### config.mk
export PLATFORM = sky130hd
export DESIGN_NAME = code_lock_ctrl
export DESIGN_NICKNAME = d
export VERILOG_FILES = /design/src/rtl/code_lock_pkg.sv /design/src/rtl/code_lock_timer.sv /design/src/rtl/code_lock_ctrl.sv
export SDC_FILE = /design/constraint.sdc
export NUM_CORES = 1
export LEC_CHECK = 0
export BUFFER_PORTS_ARGS = -buffer_cell sky130_fd_sc_hd__buf_2
export CAP_MARGIN = 20
export CORE_ASPECT_RATIO = 2
export CORE_MARGIN = 2
export CORE_UTILIZATION = 48
export CTS_CLUSTER_DIAMETER = 200
export DETAILED_ROUTE_END_ITERATION = 16
export PLACE_DENSITY = 0.77
export SLEW_MARGIN = 30
export SYNTH_ARGS = -nofsm -noshare
export SYNTH_HDL_FRONTEND = slang
export SYNTH_HIERARCHICAL = 1
export SYNTH_SLANG_ARGS = --single-unit
### constraint.sdc
create_clock -name clk -period 7.6 [get_ports clk]
set_input_delay 1.52 -clock clk [delete_from_list [all_inputs] [get_ports clk]]
set_output_delay 1.52 -clock clk [all_outputs]
set_load 0.02 [all_outputs]
### src/rtl/code_lock_pkg.sv
`default_nettype none
// ============================================================================
// Module   : code_lock_pkg
// Brief    : Shared types and helpers for the code lock controller: the FSM
//            state encoding and the timer width calculation.
// Revision : 1.0 - initial release
// ============================================================================
package code_lock_pkg;

    // Controller states, explicitly 3 bits wide.
    typedef enum logic [2:0] {
        IDLE    = 3'd0,
        ENTRY   = 3'd1,
        SUCCESS = 3'd2,
        ERROR   = 3'd3,
        PROG    = 3'd4,
        LOCKOUT = 3'd5
    } lock_state_t;

    // Width of one down-counter able to hold the largest of three loads.
    function automatic int timer_width(input int a, input int b, input int c);
        int m;
        m = a;
        if (b > m) m = b;
        if (c > m) m = c;
        return (m < 1) ? 1 : $clog2(m + 1);
    endfunction

endpackage
`default_nettype wire

### src/rtl/code_lock_timer.sv
`default_nettype none
// ============================================================================
// Module   : code_lock_timer
// Brief    : Loadable down-counter that stops at zero, with a zero flag.
// Revision : 1.0 - initial release
// ============================================================================
module code_lock_timer #(
    parameter int WIDTH = 6
) (
    input  logic             clk,
    input  logic             rst,
    input  logic             i_load,
    input  logic [WIDTH-1:0] i_load_val,
    input  logic             i_tick,
    output logic [WIDTH-1:0] o_value,
    output logic             o_zero
);

    logic [WIDTH-1:0] r_value;

    // Load has priority over counting; the count saturates at zero.
    always_ff @(posedge clk or posedge rst) begin
        if (rst) begin
            r_value <= '0;
        end else if (i_load) begin
            r_value <= i_load_val;
        end else if (i_tick && (r_value != '0)) begin
            r_value <= r_value - WIDTH'(1);
        end
    end

    assign o_value = r_value;
    assign o_zero  = (r_value == '0);

endmodule
`default_nettype wire

### src/rtl/code_lock_ctrl.sv
`default_nettype none
// ============================================================================
// Module   : code_lock_ctrl
// Brief    : Keypad code lock. Collects CODE_LEN keys, unlocks on a match,
//            allows reprogramming while unlocked, counts consecutive
//            failures. Optional lockout after MAX_FAIL failures is enabled
//            with the macro CODE_LOCK_LOCKOUT_EN.
// Revision : 1.0 - initial release
// ============================================================================
module code_lock_ctrl
    import code_lock_pkg::*;
#(
    parameter int                          CODE_LEN      = 4,
    parameter int                          KEY_W         = 4,
    parameter logic [CODE_LEN*KEY_W-1:0]   DEFAULT_CODE  = {4'h1, 4'h5, 4'h7, 4'hF},
    parameter int                          ENTRY_TIMEOUT = 10,
    parameter int                          UNLOCK_TIME   = 10,
    parameter int                          MAX_FAIL      = 3,
    parameter int                          LOCKOUT_TIME  = 50
) (
    input  logic                          clk,
    input  logic                          reset,
    input  logic [KEY_W-1:0]              key,
    input  logic                          key_valid,
    input  logic                          prog_req,
    output logic                          unlock,
    output logic                          green_led,
    output logic                          red_led,
    output logic                          locked_out,
    output logic [$clog2(MAX_FAIL+1)-1:0] fail_cnt
);

    localparam int c_tmr_w  = timer_width(ENTRY_TIMEOUT, UNLOCK_TIME, LOCKOUT_TIME);
    localparam int c_idx_w  = (CODE_LEN > 1) ? $clog2(CODE_LEN) : 1;
    localparam int c_fc_w   = $clog2(MAX_FAIL + 1);
    localparam int c_code_w = CODE_LEN * KEY_W;

    localparam logic [c_idx_w-1:0] c_idx_last  = c_idx_w'(CODE_LEN - 1);
    localparam logic [c_fc_w-1:0]  c_fail_max  = c_fc_w'(MAX_FAIL);
    localparam logic [c_tmr_w-1:0] c_t_entry   = c_tmr_w'(ENTRY_TIMEOUT);
    localparam logic [c_tmr_w-1:0] c_t_unlock  = c_tmr_w'(UNLOCK_TIME);
`ifdef CODE_LOCK_LOCKOUT_EN
    localparam logic [c_tmr_w-1:0] c_t_lockout = c_tmr_w'(LOCKOUT_TIME);
`endif

    lock_state_t         r_state, w_state_next;
    logic [c_idx_w-1:0]  r_index, w_index_next;
    logic                r_mismatch, w_mismatch_next;
    logic [c_fc_w-1:0]   r_fail_cnt, w_fail_next, w_fail_inc;
    logic [c_code_w-1:0] r_code, w_code_next;
    logic [c_code_w-1:0] r_shadow, w_shadow_next;
    logic [KEY_W-1:0]    w_slot, w_slot0;
    logic                w_mm_acc;

    logic                w_tmr_load, w_tmr_tick, w_tmr_zero, w_tmr_expire;
    logic [c_tmr_w-1:0]  w_tmr_load_val, w_tmr_value;

    code_lock_timer #(
        .WIDTH (c_tmr_w)
    ) u_timer (
        .clk        (clk),
        .rst        (reset),
        .i_load     (w_tmr_load),
        .i_load_val (w_tmr_load_val),
        .i_tick     (w_tmr_tick),
        .o_value    (w_tmr_value),
        .o_zero     (w_tmr_zero)
    );

    // A timed state lasts exactly N cycles: leave on the cycle the count would reach 0.
    assign w_tmr_tick   = (r_state != IDLE);
    assign w_tmr_expire = w_tmr_zero | (w_tmr_value == c_tmr_w'(1));

    // Slot 0 lives in the most significant key position.
    assign w_slot0    = r_code[c_code_w-1 -: KEY_W];
    assign w_slot     = r_code[(CODE_LEN - 1 - int'(r_index)) * KEY_W +: KEY_W];
    assign w_mm_acc   = r_mismatch | (key != w_slot);
    assign w_fail_inc = (r_fail_cnt == c_fail_max) ? r_fail_cnt : r_fail_cnt + c_fc_w'(1);

    // State register.
    always_ff @(posedge clk or posedge reset) begin
        if (reset) r_state <= IDLE;
        else       r_state <= w_state_next;
    end

    // Entry index, mismatch flag, failure count and code storage.
    always_ff @(posedge clk or posedge reset) begin
        if (reset) begin
            r_index    <= '0;
            r_mismatch <= 1'b0;
            r_fail_cnt <= '0;
            r_code     <= DEFAULT_CODE;
            r_shadow   <= '0;
        end else begin
            r_index    <= w_index_next;
            r_mismatch <= w_mismatch_next;
            r_fail_cnt <= w_fail_next;
            r_code     <= w_code_next;
            r_shadow   <= w_shadow_next;
        end
    end

    // Next-state and datapath update; keys are only consumed in IDLE, ENTRY and PROG.
    always_comb begin
        w_state_next    = r_state;
        w_index_next    = r_index;
        w_mismatch_next = r_mismatch;
        w_fail_next     = r_fail_cnt;
        w_code_next     = r_code;
        w_shadow_next   = r_shadow;
        w_tmr_load      = 1'b0;
        w_tmr_load_val  = '0;
        case (r_state)
            IDLE: begin
                if (key_valid) begin
                    w_mismatch_next = (key != w_slot0);
                    w_index_next    = c_idx_w'(1);
                    w_tmr_load      = 1'b1;
                    w_tmr_load_val  = c_t_entry;
                    w_state_next    = ENTRY;
                end
            end
            ENTRY: begin
                // A key on the expiry cycle takes priority over the timeout.
                if (key_valid) begin
                    if (r_index == c_idx_last) begin
                        w_index_next    = '0;
                        w_mismatch_next = 1'b0;
                        if (w_mm_acc) begin
                            w_fail_next  = w_fail_inc;
                            w_state_next = ERROR;
                        end else begin
                            w_fail_next    = '0;
                            w_tmr_load     = 1'b1;
                            w_tmr_load_val = c_t_unlock;
                            w_state_next   = SUCCESS;
                        end
                    end else begin
                        w_mismatch_next = w_mm_acc;
                        w_index_next    = r_index + c_idx_w'(1);
                        w_tmr_load      = 1'b1;
                        w_tmr_load_val  = c_t_entry;
                    end
                end else if (w_tmr_expire) begin
                    w_index_next    = '0;
                    w_mismatch_next = 1'b0;
                    w_fail_next     = w_fail_inc;
                    w_state_next    = ERROR;
                end
            end
            SUCCESS: begin
                if (prog_req) begin
                    w_index_next   = '0;
                    w_tmr_load     = 1'b1;
                    w_tmr_load_val = c_t_entry;
                    w_state_next   = PROG;
                end else if (w_tmr_expire) begin
                    w_state_next = IDLE;
                end
            end
            ERROR: begin
`ifdef CODE_LOCK_LOCKOUT_EN
                if (r_fail_cnt == c_fail_max) begin
                    w_tmr_load     = 1'b1;
                    w_tmr_load_val = c_t_lockout;
                    w_state_next   = LOCKOUT;
                end else begin
                    w_state_next = IDLE;
                end
`else
                w_state_next = IDLE;
`endif
            end
            PROG: begin
                if (key_valid) begin
                    w_shadow_next[(CODE_LEN - 1 - int'(r_index)) * KEY_W +: KEY_W] = key;
                    if (r_index == c_idx_last) begin
                        // Whole new code becomes active in a single cycle.
                        w_code_next  = w_shadow_next;
                        w_index_next = '0;
                        w_state_next = IDLE;
                    end else begin
                        w_index_next   = r_index + c_idx_w'(1);
                        w_tmr_load     = 1'b1;
                        w_tmr_load_val = c_t_entry;
                    end
                end else if (w_tmr_expire) begin
                    // Abandoned programming: shadow is simply never committed.
                    w_index_next = '0;
                    w_state_next = IDLE;
                end
            end
`ifdef CODE_LOCK_LOCKOUT_EN
            LOCKOUT: begin
                if (w_tmr_expire) begin
                    w_fail_next  = '0;
                    w_state_next = IDLE;
                end
            end
`endif
            default: begin
                w_state_next = IDLE;
            end
        endcase
    end

    assign unlock    = (r_state == SUCCESS);
    assign green_led = (r_state == SUCCESS) | (r_state == PROG);
    assign fail_cnt  = r_fail_cnt;
`ifdef CODE_LOCK_LOCKOUT_EN
    assign red_led    = (r_state == ERROR) | (r_state == LOCKOUT);
    assign locked_out = (r_state == LOCKOUT);
`else
    assign red_led    = (r_state == ERROR);
    assign locked_out = 1'b0;
`endif

endmodule
`default_nettype wire

* Word-level counts from Yosys, hierarchy flattened
Cells that the tools add are included.
** Operators by class
- Add/sub/neg operators :: 5
- Bitwise gates (word level) :: 3
- Shift operators :: 3
- Equal/unequal tests :: 16
- Multiplexer cells :: 45
- Reduce and logical (&&, ||, !) cells :: 16
** Operators by type and width (number)
- negation 5 -> 33 bit :: 1
- variable shift 4 x 33 -> 16 bit, first input constant :: 1
- variable part select 4 x 33 -> 16 bit :: 1
- 2-to-1 mux 3 bit :: 8
- 2-to-1 mux 6 bit :: 4
- case mux 6 bit (4 select lines) :: 1
- 2-to-1 mux 2 bit :: 10
- 2-to-1 mux 4 bit :: 5
- bitwise mux 16 bit :: 1
- variable part select 16 x 5 -> 4 bit :: 1
- 2-to-1 mux 1 bit :: 12
- case mux 3 bit (4 select lines) :: 1
- != test 3 bit, second input constant :: 3
- AND reduction 3 bit :: 3
- != test 4 bit :: 2
- AND reduction 4 bit :: 2
- equality test 3 x 2 -> 1 bit, second input constant :: 2
- equality test 6 x 1 -> 1 bit, second input constant :: 1
- logical NOT 6 bit :: 1
- case mux 2 bit (3 select lines) :: 1
- nonzero test 2 bit :: 3
- nonzero test 3 bit :: 2
- nonzero test 6 bit :: 1
- subtractor 6 x 1 -> 6 bit, second input constant :: 1
- 15 further kinds :: 20
** Storage, ports and cells
- Flip-flop bits (word level) :: 46
- Bits of input ports :: 8
- Logic and storage cells :: 95
- Output and inout port bits :: 6

* Depth between registers and ports, before layout
Gate-level depths: netlist of run 1.
- Depth in word-level cells :: 9
- Depth in mapped cells :: 10

* Cells and area by module
Netlist of run 1, hierarchy kept.
** Modules (own cells, without submodules)
- code_lock_ctrl :: cells an instance 240, instances 1, area an instance 2268.4 um^2
- code_lock_timer :: cells an instance 49, instances 1, area an instance 426.7 um^2

* Worst setup path after synthesis of run 1
Ideal clock, no wire load.
- Path type :: input to register
- From :: input key[3]
- To :: register u_timer.r_value[0] (netlist: u_timer/o_value[0])
- Buffers on the path :: 2
- Required time :: 7469 ps
- Stages :: 10
- Library setup time :: 131 ps
- Arrival :: 3388 ps
- Slack :: 4080 ps
- Cell sequence :: clkbuf_1 nor3b_1 mux2i_1 a2111oi_2 and2_2 a221o_1 clkbuf_1 inv_1 o2111ai_1 nand3_1
** Between the ends
- Cells in the longest elaborated chain, start to end :: 7
** RTL lines
- start, declared :: line code_lock_ctrl.sv:23 : input logic [KEY_W-1:0] key,
- != test 4 bit (*) :: line code_lock_ctrl.sv:77 : assign w_mm_acc = r_mismatch | (key != w_slot);
- bitwise OR 1 bit (*) :: line code_lock_ctrl.sv:77
- 2-to-1 mux 1 bit (*) :: line code_lock_ctrl.sv:129 : if (w_mm_acc) begin
- 2-to-1 mux 1 bit (*) :: line code_lock_ctrl.sv:126 : if (r_index == c_idx_last) begin
- 2-to-1 mux 1 bit (*) :: line code_lock_ctrl.sv:125 : if (key_valid) begin
- case mux 1 bit (4 select lines) (*) :: line code_lock_ctrl.sv:113 : case (r_state)
- via w_tmr_load :: line code_lock_ctrl.sv:55 : logic w_tmr_load, w_tmr_tick, w_tmr_zero, w_tmr_expire;
- 2-to-1 mux 6 bit or nonzero test 2 bit (tied branches)
- end signal, assigned :: line code_lock_timer.sv:26 : r_value <= i_load_val;
- end signal, assigned :: line code_lock_timer.sv:28 : r_value <= r_value - WIDTH'(1);
- end, declared :: line code_lock_timer.sv:19 : logic [WIDTH-1:0] r_value;
Mark *: on every way through the listed nets, which the timed path passes. The rest lies on a longest branch.
A chain may end at the register's enable or synchronous reset.

* Final worst setup path of run 1
Same ends and word-level chain as after synthesis.

==> results_dict.tcl, run 1 <==
set metrics [dict create \
    status "finished, final reports clean" \
    layout.nets 310 \
    place_ws_ns 3.909 \
    r2r_start "r_index[0]" \
    vias_per_cell 6.045 \
    ys_ff_latch 46 \
    power_density_nw_per_um2 321.8 \
    drcViolationCount 0 \
    vias 2152 \
    fp.dieH_um 110.0 \
    timing.fmax_ghz 0.3014 \
    rows 38 \
    power_frac_comb_pct 40.2 \
    worstSkewPairLatency_ns 0.32 \
    yosysWarnings 6 \
    start_kind "primary input" \
    hold_viol_final 0 \
    drive_gt1_share_pct 13.18 \
    dieWidth_um 56.99 \
    ant_nets 0 \
    wl_per_cell_um 16.74 \
    async_flop_share_pct 100.0 \
    critPathKind "in -> reg" \
    seq_area_um2 1164 \
    clk_pin_slew_worst_paths_ns 0.09 \
    grt_pass1_vias 2110 \
    ys_seq_area_share_pct 43.18 \
    regToRegSetupSlack_ns 4.55 \
    place_inst 348 \
    initial_core_util_pct 49.72 \
    yosysUniqueCellTypes 56 \
    syn_avg_cell_area_um2 9.326 \
    whs_path_depth 2 \
    slowest_delay_ns 0.40 \
    worst-path-buf-inv 2 \
    core_area_um2 5420 \
    p_switching_uw 383.8 \
    holdCritStartpoint "r_code[11]" \
    r2r_cells 8 \
    fin_ws_ns 4.282 \
    grt_use_total_pct 20.94 \
    cts_hold_buffers 0 \
    crit_path_top_delay_cell "a221o_1" \
    finalSetupViolations 0 \
    post-route-util_pct 53.39 \
    cts_setup_buffers 0 \
    pwr-share-clk_pct 19.0 \
    clock_path_buffers 2 \
    cts_buffers 5 \
    cp_top_family "compound AO/OA/AOI/OAI gates" \
    wirelength_um 5961 \
    peakVddDrop_uv 217.0 \
    placed_cell_area_um2 2779 \
    grt_pass1_wl_um 10030 \
    slew_violations 0 \
    path_max_fanout 12 \
    layout_common_cells "nand2_1, dfrtp_1, o21ai_0, a21oi_1, nor2_1" \
    power_frac_seq_pct 40.8 \
    portBuffers 12 \
    hold_path.class "reg -> reg" \
    cts.sinks 46 \
    grt_setup_unrepaired "no" \
    synth_top_flop_cell "dfrtp_1" \
    leakagePower_uw 0.001242 \
    synth-edff-count 0 \
    io_pins 14 \
    die_area_um2 6267 \
    fillers 522 \
    drt_iter0_markers 109 \
    grt_max_degree 41 \
    timing.final.crit_share_pct 43.65 \
    max_cap_violations 0 \
    worstPathCellList "buf_2, nor3b_1, mux2i_1, a2111oi_2, and2_2, a221o_1, inv_1, o2111ai_1, nand3_1" \
    htreeDepth 2 \
    area_growth_pct 7.382 \
    finalWeightedCongestion 0.8562 \
    fin_cells 356 \
    dr.pass1.iters 4 \
    cts_tree "yes" \
    p_int_uw 547.5 \
    cts_resized 0 \
    hold_end "r_code[11]" \
    grt-ovfl-total 0 \
    cts_root_buf "clkbuf_8" \
    multi_input_area_um2 1433 \
    antenna_cells 0 \
    worstPathArrival_ns 3.52 \
    fin_tns_setup_ns 0 \
    slew_headroom_pct 45.16 \
    r2r-end "u_timer/o_value[0]" \
    synthesis.area_um2 2695 \
    cp-end-kind "register" \
    synthCells 289 \
    swShare_pct 41.21 \
    min_period_ns 3.318 \
    tightest_slew_ns 0.8164 \
    stdcell_area_um2 2894 \
    dp.final_hpwl_um 4438 \
    fin_worst_skew_ns 0.01364 \
    final_common_cell "nand2_1" \
    antenna_found_initial 0 \
    cp.required_ns 7.80 \
]
-- per-layer routing --
metal	track usage, %	vias up	part of all wire [%]
met3	3.851	20	2.6
met1	20.27	1054	37
met5	0	-	0
met4	12.13	0	4.1
met2	39.98	34	57
li1	-	1044	-
-- power by group through the flow --
| stage | clock, uW | sequential (uW) | combinational (uW) |
|---|---|---|---|
| after floorplan | 0 | 346 | 323 |
| after global placement | 0 | 381 | 368 |
| after detailed placement | 0 | 383 | 375 |
| after CTS | 181 | 378 | 376 |
| after global routing | 190 | 390 | 421 |
| final | 177 | 380 | 374 |
-- worst max-delay path by stage --
stage / start / endpoint / depth (start not counted)
3_3_place_gp: key[3] / u_timer/o_value[0] / 9
6_report: key[3] / u_timer/o_value[0] / 9
2_1_floorplan: key[3] / u_timer/o_value[0] / 10
4_1_cts: key[3] / u_timer/o_value[0] / 9
5_1_grt: key[3] / u_timer/o_value[0] / 9
3_5_place_dp: key[3] / u_timer/o_value[0] / 9
-- layout make-up --
class                      instances  area share (%)
tap                               60           2.594
clock buffer                       8           3.805
multi-input combinational        218           49.50
inverter                          10           1.297
sequential                        46           40.21
timing repair buffer              14           2.594
-- metrics by stage --
| stage | total power (uW) | hold slack (ns) |
|---|---|---|
| finish | 931.3 | 0.4799 |
| CTS | 936.0 | 0.4826 |
| global placement | 748.3 | 0.4597 |
| detailed placement | 758.4 | 0.4641 |
| floorplan | 669.2 | 0.4416 |
| global route | 1002 | 0.4947 |
-- state kept, by name (all words and copies together), names as in the netlist --
register and cells:
r_code 16, r_mismatch 1, r_state 3, r_index 2
r_shadow 16, u_timer/o_value 6, fail_cnt 2
-- worst min-delay path: stages (launching register included) --
cell     delay (ns)
dfrtp_1        0.35
nand2_1        0.04
o21ai_0        0.05
-- cells in the mapped netlist, drive strengths merged (4+ instances only) --
master	count	area, um^2
buf	5	28.77
mux2i	6	60.06
nand2b	5	31.28
xnor2	5	43.79
nand3	4	20.02
clkbuf	14	52.55
a32o	8	80.08
inv	10	37.54
o21ai	25	125.1
a22oi	4	30.03
a21oi	23	115.1
nand2	38	142.6
nor3	4	25.02
nor2b	14	87.58
dfrtp	36	900.9
dfstp	10	262.8
nor3b	4	30.03
or3	4	25.02
nor2	15	56.30
ha	7	87.58
-- logic make-up after synthesis --
kind of cell | share of synthesized area, %
mux | 5.014
flops | 43.18
fa+ha+maj | 3.992
simple gates | 19.68
compound gates | 20.98
other cells | 0.1391
xor+xnor | 2.600
buf+inv | 4.410
No activity file was read; power rests on OpenSTA's default activity.
==> inputs of run 2 (changes only) <==
--- a/config.mk
+++ b/config.mk
@@ -12,7 +12,7 @@
 export CORE_UTILIZATION = 48
 export CTS_CLUSTER_DIAMETER = 200
 export DETAILED_ROUTE_END_ITERATION = 16
-export PLACE_DENSITY = 0.77
+export PLACE_DENSITY = 0.79
 export SLEW_MARGIN = 30
 export SYNTH_ARGS = -nofsm -noshare
 export SYNTH_HDL_FRONTEND = slang
==> constraint.sdc (replaced) <==
create_clock -name clk -period 2.73 [get_ports clk]
set_input_delay 0.546 -clock clk [delete_from_list [all_inputs] [get_ports clk]]
set_output_delay 0.546 -clock clk [all_outputs]
set_load 0.02 [all_outputs]
==> run 2 against run 1 <==
Clock power grew to 2.8 times the previous value. Wire length is 2.1% higher. Register-to-register slack worse by 4.4 ns. Global-route usage is 0.58 points higher. Cell count is 2.0% higher. Combinational power grew to 3.0 times the previous value. Critical endpoint unchanged. Non-clock buffer count is 7 higher. Clock skew is 0.0044 ns lower. Worst setup slack worse by 4.1 ns. Die area stayed put.
==> results_dict.tcl, run 2 (synthesis gave the netlist of run 1 again) <==
set metrics [dict create \
    place_ws_ns 0.04688 \
    grt_use_total_pct 21.52 \
    max_cap_violations 0 \
    timing.final.crit_share_pct 94.24 \
    grt_max_degree 41 \
    ant_nets 0 \
    fin_tns_setup_ns 0 \
    layout_common_cells "nand2_1, dfrtp_1, o21ai_0, a21oi_1, nor2_1" \
    cts.sinks 46 \
    cp.required_ns 2.93 \
    grt_pass1_wl_um 10250 \
    power_density_nw_per_um2 898.9 \
    timing.fmax_ghz 0.3887 \
    die_area_um2 6267 \
    rows 38 \
    path_max_fanout 12 \
    critPathKind "reg -> reg" \
    initial_core_util_pct 49.72 \
    drcViolationCount 0 \
    fin_worst_skew_ns 0.009247 \
    vias_per_cell 5.989 \
    grt-ovfl-total 0 \
    wirelength_um 6088 \
    hold_viol_final 0 \
    dp.final_hpwl_um 4567 \
    seq_area_um2 1164 \
    grt_pass1_vias 2247 \
    cts_root_buf "clkbuf_8" \
    finalWeightedCongestion 0.8306 \
    htreeDepth 2 \
    fp.dieH_um 110.0 \
    layout.nets 317 \
    peakVddDrop_uv 693.7 \
    worstPathArrival_ns 2.77 \
    status "finished, final reports clean" \
    min_period_ns 2.573 \
    startpoint "r_index[0]" \
    finalSetupViolations 0 \
    portBuffers 12 \
    wl_per_cell_um 16.77 \
    clk_pin_slew_worst_paths_ns 0.09 \
    leakagePower_uw 0.001276 \
    final_common_cell "nand2_1" \
    cts_hold_buffers 0 \
    antenna_found_initial 0 \
    cts_buffers 5 \
    core_area_um2 5420 \
    io_pins 14 \
    cp-end-kind "register" \
    cts_tree "yes" \
    clock_path_buffers 2 \
    grt_setup_unrepaired "no" \
    hold_path.class "in -> async" \
    drive_gt1_share_pct 15.18 \
    start_kind "register" \
    fillers 499 \
    r2r_start "r_index[0]" \
    vias 2174 \
    multi_input_area_um2 1429 \
    slew_headroom_pct 62.99 \
    fin_ws_ns 0.1573 \
    dieWidth_um 56.99 \
    dr.pass1.iters 5 \
    slew_violations 0 \
    drt_iter0_markers 88 \
    tightest_slew_ns 0.5500 \
    area_growth_pct 9.192 \
    worstSkewPairLatency_ns 0.32 \
    antenna_cells 0 \
]
==> run 2: critical path: stages, from the launching register on <==
cell       delay [ns]
dfrtp_1          0.44
mux4_1           0.59
xor2_1           0.17
a2111oi_2        0.34
and2_2           0.24
a221o_2          0.29
inv_1            0.16
o2111ai_1        0.13
nand3_1          0.09
==> run 2: final cells by class <==
cell class	count	area share (%)
clock buffers	8	3.742
inverters	10	1.276
multi-input cells	218	48.55
flip-flops and latches	46	39.54
well taps	60	2.551
repair buffers	21	4.337
==> run 2: per-stage QoR <==
step	instances	total power (uW)	utilization, %	hold WS (ns)	instance area, um^2
floorplan	293	1863	-	0.3370	2710
global placement	355	2117	52.24	0.4606	2831
detailed placement	355	2149	52.24	0.4683	2831
CTS	363	2645	54.27	0.1620	2942
global route	363	2821	54.29	0.1793	2943
finish	363	2645	54.29	0.1614	2943
==> run 2: where the power goes <==
| group | switching (uW) | total, uW | internal, uW |
|---|---|---|---|
| sequential | 198 | 1020 | 826 |
| combinational | 654 | 1130 | 472 |
| clock | 239 | 495 | 256 |
| total | 1090 | 2650 | 1550 |
==> run 2: path summary, 6_finish.rpt <==
path	to	slack (ns)	cells after the start
worst max-delay path	u_timer/o_value[0]	0.16	8
worst min-delay path	u_timer/o_value[5]	0.16	2
worst max register to register	u_timer/o_value[0]	0.16	8
worst min register to register	r_shadow[5]	0.48	2
max in group asynchronous	r_code[2]	1.98	3
min in group clk	r_shadow[5]	0.48	2
==> run 2: layer usage <==
| metal | track usage, % | share of wire [%] | vias up |
|---|---|---|---|
| li1 | - | - | 1058 |
| met1 | 21.23 | 36 | 1055 |
| met2 | 39.16 | 57 | 48 |
| met3 | 4.434 | 3.5 | 13 |
| met4 | 14.78 | 3.4 | 0 |
| met5 | 0 | 0 | - |
==> run 2: what timing repair did <==
| action | 4_1_cts | 5_1_grt |
|---|---|---|
| hold endpoints to repair | 0 | 0 |
| buffers inserted | 0 | 0 |
| setup endpoints to repair | 0 | 4 |
| resized for setup | 0 | 1 |
